--- config.mk ---
export PLATFORM = sky130hd
export DESIGN_NAME = instruction_fetch
export DESIGN_NICKNAME = d
export VERILOG_FILES = /design/src/rtl/instruction_fetch.sv
export SDC_FILE = /design/constraint.sdc
export NUM_CORES = 1
export LEC_CHECK = 0
export ABC_AREA = 1
export CAP_MARGIN = 20
export CORE_AREA = 2 2 95 97
export DETAILED_ROUTE_END_ITERATION = 16
export DIE_AREA = 0 0 97 99
export DONT_BUFFER_PORTS = 1
export GPL_ROUTABILITY_DRIVEN = 0
export MAX_ROUTING_LAYER = met4
export PLACE_DENSITY = 0.65
export SLEW_MARGIN = 20
export SYNTH_ARGS = -nofsm -noshare
export SYNTH_HDL_FRONTEND = slang
export SYNTH_SLANG_ARGS = --single-unit
export TNS_END_PERCENT = 30
--- constraint.sdc ---
create_clock -name clk -period 2.9 [get_ports clk]
set_clock_uncertainty 0.2 [all_clocks]
set_input_delay 0.29 -clock clk [delete_from_list [all_inputs] [get_ports clk]]
set_output_delay 0.29 -clock clk [all_outputs]
set_load 0.005 [all_outputs]
--- src/rtl/instruction_fetch.sv ---
// rtl/instruction_fetch.sv - instruction fetch stage: PC, memory request FSM, instruction register and field decode
// Optional fetch timeout/retry is built when FETCH_TIMEOUT_EN is defined.
module instruction_fetch #(
    parameter logic [31:0] RESET_PC       = 32'h0040_0000,
    parameter int          TIMEOUT_CYCLES = 15
) (
    input  logic        clk,
    input  logic        reset,
    input  logic        enable,
    input  logic        stall,
    input  logic        redirect,
    input  logic [31:0] redirect_pc,
    input  logic        mem_ack,
    input  logic [31:0] mem_rdata,
    output logic        mem_req,
    output logic [31:0] mem_addr,
    output logic [31:0] instr,
    output logic [5:0]  opcode,
    output logic [5:0]  funct,
    output logic [4:0]  rs,
    output logic [4:0]  rt,
    output logic [4:0]  rd,
    output logic [15:0] imm16,
    output logic        instr_valid,
    output logic [31:0] pc,
    output logic [31:0] pc_plus4,
    output logic        fetch_err
);

    typedef enum logic [1:0] {
        IDLE  = 2'd0,
        FETCH = 2'd1,
        VALID = 2'd2
    } state_t;

    // The timeout counter is 4 bits wide, so the limit must fit in it.
    if (TIMEOUT_CYCLES < 1 || TIMEOUT_CYCLES > 15) begin : g_bad_timeout
        $error("TIMEOUT_CYCLES must be in 1..15");
    end

    state_t      state, state_next;
    logic [31:0] pc_next, instr_next, redirect_aligned;
    logic        valid_next;

    assign redirect_aligned = {redirect_pc[31:2], 2'b00};
    assign pc_plus4         = pc + 32'd4;
    assign mem_req          = (state == FETCH);
    assign mem_addr         = pc;

    assign opcode = instr[31:26];
    assign rs     = instr[25:21];
    assign rt     = instr[20:16];
    assign rd     = instr[15:11];
    assign funct  = instr[5:0];
    assign imm16  = instr[15:0];

`ifdef FETCH_TIMEOUT_EN
    localparam logic [3:0] TIMEOUT_LAST = 4'(TIMEOUT_CYCLES - 1);

    logic [3:0] timeout_cnt, cnt_next;
    logic       err_next;
`endif

    always_comb begin
        state_next = state;
        pc_next    = pc;
        instr_next = instr;
        valid_next = instr_valid;
`ifdef FETCH_TIMEOUT_EN
        cnt_next   = 4'd0;
        err_next   = 1'b0;
`endif
        case (state)
            IDLE: begin
                if (redirect) begin
                    pc_next = redirect_aligned;
                end else if (enable) begin
                    state_next = FETCH;
                end
            end
            FETCH: begin
                // A redirect wins over a same-cycle ack; the returned word is dropped.
                if (redirect) begin
                    pc_next    = redirect_aligned;
                    valid_next = 1'b0;
                end else if (mem_ack) begin
                    instr_next = mem_rdata;
                    valid_next = 1'b1;
                    state_next = VALID;
                end else begin
`ifdef FETCH_TIMEOUT_EN
                    if (timeout_cnt == TIMEOUT_LAST) begin
                        err_next = 1'b1;
                    end else begin
                        cnt_next = timeout_cnt + 4'd1;
                    end
`endif
                end
            end
            VALID: begin
                if (redirect) begin
                    pc_next    = redirect_aligned;
                    valid_next = 1'b0;
                    state_next = FETCH;
                end else if (!stall) begin
                    pc_next    = pc_plus4;
                    valid_next = 1'b0;
                    state_next = enable ? FETCH : IDLE;
                end
            end
            default: begin
                state_next = IDLE;
            end
        endcase
    end

    always_ff @(posedge clk or posedge reset) begin
        if (reset) begin
            state       <= IDLE;
            pc          <= RESET_PC;
            instr       <= 32'd0;
            instr_valid <= 1'b0;
        end else begin
            state       <= state_next;
            pc          <= pc_next;
            instr       <= instr_next;
            instr_valid <= valid_next;
        end
    end

`ifdef FETCH_TIMEOUT_EN
    always_ff @(posedge clk or posedge reset) begin
        if (reset) begin
            timeout_cnt <= 4'd0;
            fetch_err   <= 1'b0;
        end else begin
            timeout_cnt <= cnt_next;
            fetch_err   <= err_next;
        end
    end
`else
    assign fetch_err = 1'b0;
`endif

endmodule

==> flow_summary.toml, run 1 <==
[die]
die_w_um = 97
die_area_mm2 = 0.00960
start_util_pct = 50.3
io_pins = 244
die_h_um = 99
std_cell_rows = 34
coreArea_mm2 = 0.00855

[logic_synthesis]
synth-main-ff-cell = "dfrtp_1"
yosys-top-cells-area = "dfrtp_1 (37%), buf_4 (14%), nand2_1 (14%), mux2_2 (8.4%), nor2_1 (4.6%)"
synth_seq_cells = 65
synth-seq-area-share_pct = 37.8
synth-edff-count = 0
avgSynthCellArea_um2 = 7.80
yosysTopAreaCell = "dfrtp_1"
ys_types = 33
syn_inst = 552
synth-warning-count = 0
netlist_top_cells_count = "nand2_1 (155), buf_4 (83), dfrtp_1 (64), nor2_1 (53), inv_1 (37)"
yosysMostFrequentCell = "nand2_1"
synth_top_area_share_pct = 37.2
synthesis.area_mm2 = 0.00430
async_flop_share_pct = 100

[timing]
setup_slack_ns = 0.442
finalSetupViolCount = 0
finalHoldViolCount = 0
rsz0062_at_grt = "no"
maxSlewHeadroom_pct = 47.9
timing.setup.tns_ns = 0
fin_crit_sh_pct = 84.8
worstMarginPinSlew_ns = 0.781
min_period_ns = 2.46
max_clock_freq_mhz = 407
drv_slew = 0

[critical_path]
cpPeakStageDelay_ns = 0.47
critPathBufInv = 0
path_delay_family = "simple AND/OR/NAND/NOR gates"
critPathKind = "register to output pin"
cp_slowest_cell = "dfrtp_1"
worstPathRequired_ns = 2.41
path_cells = "ha_1 > nand2_1 > nor2_2 > nand2_2 > nor2_2 > nand3_1 > nand2_1"
crit_path_max_fanout = 6
start_kind = "register"
cp-end-kind = "output pin"
crit_arrival_ns = 1.97

[outcome]
status = "completed"

[route]
num_vias = 3465
route.detailed.drc = 0
viasPerCell = 5.26
drt_first_pass_iters = 4
routedWlPerCell_um = 15.9
drtIter0Drc = 254
antenna_left = 0
totalWireLength_um = 10500

[pwr]
ir_worst_vdd_v = 0.000384
total_power_mw = 3.86
powerDensity_mw_per_mm2 = 824
leakage_nw = 2.13

[finish]
multi_input_area_mm2 = 0.00187
design_area_mm2 = 0.00468
antennaDiodeCount = 0
fillers = 741
syn_to_final_growth_pct = 8.78
drive_above_1_share_pct = 12.5
num-nets-final = 617
seq_area_mm2 = 0.00163

[clocking]
cts_resized = 0
cts_made_buffers = 9
clock_latency_ns = 0.35
htreeDepth = 3
clockBufferDepth = 2
cts_tree = "done"
clk_pin_slew_ns = 0.08
clock_sinks = 65
cts_root_buf = "clkbuf_8"

[flow_run]
maxCapViolations = 0

[grt]
antenna_found_initial = 0
grt_usage_pct = 23.2
grt_pass1_wl_um = 17300
grt_pass1_vias = 3454
grt_max_degree = 45
grt-ovfl-total = 0

[place]
placed_area_mm2 = 0.00381
port-buffer-count = 0
hpwlAfterDp_um = 7080
post-place-ws_ns = 0.800

[hold_path]
hold_path_class = "input port to register"
[cell families (layout without fill, tap and decap cells)]
kind of cell	Yosys count	count (layout)	synth area share, %
other cells	1	7	0.0872
xor+xnor	9	9	1.83
fa+ha+maj	1	1	0.291
simple gates	252	252	24.5
compound gates	59	59	7.85
flops	65	65	37.8
mux	32	32	8.37
buf+inv	133	126	19.2
[layer usage]
layer  GRT usage, %  vias up  part of all wire, %  wire length, um
met5              -        -                    0                0
met4           8.88        0                  2.0              212
met3           6.74       18                  7.5              783
met2           37.4      166                   48             5040
li1               -     1659                    -                -
met1           27.5     1622                   42             4450
[layout make-up]
type	instances	area share [%]
inverters	40	3.26
flip-flops and latches	65	34.8
multi-input cells	360	39.9
repair buffers	70	14.8
clock inverters	6	1.39
clock buffers	10	2.94
well taps	108	2.89
[registers in the layout, summed over array words and instances, names as in the netlist]
signal       count
instr           32
mem_addr        30
state            2
instr_valid      1
[metrics by stage]
stage | util [%] | std cells | hold WS (ns)
final | 54.7 | 659 | 0.0176
after global routing | 54.7 | 659 | 0.0280
after CTS | 54.7 | 659 | 0.00308
after detailed placement | 44.5 | 576 | 0.0209
after global placement | 44.5 | 576 | 0.0161
after floorplan | - | 558 | 0.240
[cells in the final DEF, fill, tap and decap left out, types with 2 or more instances in the layout]
| cell | count |
|---|---|
| nand2_2 | 4 |
| o22ai_1 | 2 |
| clkinv_2 | 2 |
| a21oi_1 | 24 |
| inv_1 | 36 |
| buf_4 | 3 |
| clkbuf_8 | 10 |
| xor2_1 | 6 |
| and2_1 | 2 |
| conb_1 | 7 |
| dfrtp_1 | 64 |
| nor2_1 | 53 |
| nand2_1 | 155 |
| o21a_1 | 13 |
| mux2_2 | 32 |
| inv_2 | 3 |
| nor2_2 | 5 |
| a31oi_1 | 2 |
| o21ai_0 | 15 |
| xnor2_1 | 3 |
| nand3_1 | 29 |
| dlygate4sd3_1 | 67 |
[path summary, 6_finish.rpt]
path / startpoint / to / slack [ns] / cells past startpoint
worst max-delay path: mem_addr[2] / pc_plus4[26] / 0.44 / 7
max in group asynchronous: reset / instr[10] / 1.58 / 3
min in group asynchronous: reset / mem_addr[10] / 0.21 / 2
worst min-delay path: stall / instr_valid / 0.02 / 2
worst min register to register: mem_addr[22] / mem_addr[22] / 0.34 / 2
worst max register to register: state[0] / mem_addr[6] / 0.78 / 7
[worst register-to-register path: stages (launching register included)]
cell and delay [ns]:
dfrtp_1 0.42, inv_2 0.11, nand2_2 0.11, nand2_1 0.13, nand3_4 0.31, inv_4 0.43, o21ai_0 0.19, o22ai_1 0.15
[what timing repair did]
action | 4_1_cts | 5_1_grt
endpoints found under the setup margin | 0 | 0
hold buffers | 67 | 0
setup buffers | 0 | 0
hold endpoints to repair | 83 | 0
[where the power goes]
| group | internal, mW | switching, mW | leakage [nW] |
|---|---|---|---|
| combinational | 0.505 | 0.634 | 1.26 |
| clock | 0.422 | 0.388 | 0.103 |
| sequential | 1.28 | 0.628 | 0.767 |
Power figures use the tool's default switching activity.
==> inputs of run 2 (changes only) <==
==> constraint.sdc (replaced) <==
create_clock -name clk -period 2.4 [get_ports clk]
set_clock_uncertainty 0.2 [all_clocks]
set_input_delay 0.24 -clock clk [delete_from_list [all_inputs] [get_ports clk]]
set_output_delay 0.24 -clock clk [all_outputs]
set_load 0.005 [all_outputs]
==> run 2 against run 1 <==
Final area increased by 1.8%. Die area unchanged. First-iteration DRC count decreased by 44%. Critical path depth decreased by 2. Clock power increased by 28%. Global-route usage increased by 0.093 points. Non-clock buffer count increased by 3. Worst hold slack improved by 0.010 ns. Critical endpoint is now state[0].
==> flow_summary.toml, run 2 (same netlist as run 1, synthesis figures left out) <==
[outcome]
status = "completed"

[place]
port-buffer-count = 0
post-place-ws_ns = 0.381
hpwlAfterDp_um = 7190

[hold_path]
hold_path_class = "input port to register"

[route]
dr_wl_met2_um = 5290
dr_wl_met3_um = 864
drtIter0Drc = 143
route.detailed.drc = 0
drt_first_pass_iters = 5
antenna_left = 0
viasPerCell = 5.26
drt-met1-wl_um = 4540
top_layer = "met4"
routedWlPerCell_um = 16.5
totalWireLength_um = 10900
num_vias = 3476

[timing]
setup_slack_ns = 0.109
min_period_ns = 2.29
worstMarginPinSlew_ns = 0.563
rsz0062_at_grt = "yes"
drv_slew = 0
maxSlewHeadroom_pct = 62.4
finalSetupViolCount = 0
fin_crit_sh_pct = 95.4
finalHoldViolCount = 0
max_clock_freq_mhz = 437

[finish]
final_common_cell = "nand2_1"
antennaDiodeCount = 0
fillers = 779
final_cell_mix = "nand2_1 (154), dlygate4sd3_1 (68), dfrtp_1 (55)"
syn_to_final_growth_pct = 10.7
num-nets-final = 620
largest_register_ffs = 32
drive_above_1_share_pct = 15.0
final_util_pct = 55.7
top_register = "instr"

[pwr]
leakage_nw = 2.15
switchingPower_mw = 1.99
powerDensity_mw_per_mm2 = 1010
ir_worst_vdd_v = 0.000559
power_frac_comb_pct = 29.7
clockPowerShare_pct = 21.8
internal_power_mw = 2.80
sw_frac_of_total_pct = 41.6
power_frac_seq_pct = 48.5

[clocking]
clock_sinks = 65
htreeDepth = 3
clock_latency_ns = 0.34
cts_tree = "done"
cts_made_buffers = 9
cts_root_buf = "clkbuf_8"
clockBufferDepth = 2
clk_pin_slew_ns = 0.07

[die]
start_util_pct = 50.3
std_cell_rows = 34
die_area_mm2 = 0.00960
coreArea_mm2 = 0.00855
die_h_um = 99
io_pins = 244
die_w_um = 97

[critical_path]
worstPathRequired_ns = 2.42
crit_arrival_ns = 2.31
critPathKind = "register to register"
cp-end-kind = "register"
start_kind = "register"
crit_path_max_fanout = 4

[grt]
grt-ovfl-total = 0
grt_pass1_wl_um = 17400
grt_usage_pct = 23.3
grt_max_degree = 40
antenna_found_initial = 0
grt_pass1_vias = 3564

[flow_run]
maxCapViolations = 0
run 2: cell count changes in the layout (fill, tap and decap cells not counted), moves of 2 or more:
cell / change
nor2_1: -3
nor2_4: +2
dfrtp_2: +9
dfrtp_1: -9
run 2: path summary, 6_finish.rpt:
path,end,startpoint,slack (ns),depth (start not counted)
max,state[0],state[1],0.11,5
min,mem_addr[31],redirect,0.03,4
max reg2reg,state[0],state[1],0.11,5
min reg2reg,mem_addr[22],mem_addr[22],0.33,2
max in group asynchronous,mem_addr[22],reset,1.12,3
min in group asynchronous,instr[11],reset,0.21,2
run 2: power groups by stage:
| stage | logic (mW) | registers (mW) | clock network [mW] |
|---|---|---|---|
| floorplan | 1.90 | 2.04 | 0 |
| global placement | 1.25 | 2.32 | 0 |
| detailed placement | 1.29 | 2.33 | 0 |
| CTS | 1.41 | 2.31 | 1.08 |
| global route | 1.61 | 2.43 | 1.12 |
| finish | 1.42 | 2.33 | 1.04 |
run 2: area by class of cell:
type	instances	area (um^2)	share of cell area (%)
clock inverter	5	78.8	1.65
clock buffer	10	138	2.89
inverter	40	153	3.20
timing repair buffer	73	731	15.3
multi-input combinational	360	1890	39.7
tap	108	135	2.84
sequential	65	1640	34.4
run 2: critical path: stages (launching register included):
cell	delay, ns
dfrtp_1	0.46
inv_1	0.09
o31ai_1	0.21
dlygate4sd3_1	0.58
o21ai_0	0.08
dlygate4sd3_1	0.55
run 2: per-layer routing:
| layer | up-vias | track usage (%) |
|---|---|---|
| li1 | 1659 | - |
| met1 | 1633 | 27.5 |
| met2 | 161 | 39.4 |
| met3 | 23 | 5.53 |
| met4 | 0 | 7.58 |
| met5 | - | - |
run 2: stage by stage:
step | power, mW | setup TNS, ns | instance area, um^2 | hold WS (ns) | cells
floorplan | 3.94 | 0 | 4330 | 0.190 | 558
global placement | 3.57 | 0 | 3830 | -0.00896 | 578
detailed placement | 3.62 | 0 | 3830 | 0.0119 | 578
CTS | 4.80 | 0 | 4730 | 0.0111 | 661
global route | 5.16 | -0.0180 | 4760 | 0.0450 | 661
finish | 4.79 | 0 | 4760 | 0.0275 | 661
run 2: repair_timing:
| item | CTS | global route |
|---|---|---|
| endpoints found under the setup margin | 0 | 13 |
| hold buffers | 68 | 0 |
| resized for setup | 0 | 15 |
| hold endpoints to repair | 91 | 0 |
| buffers inserted | 0 | 0 |
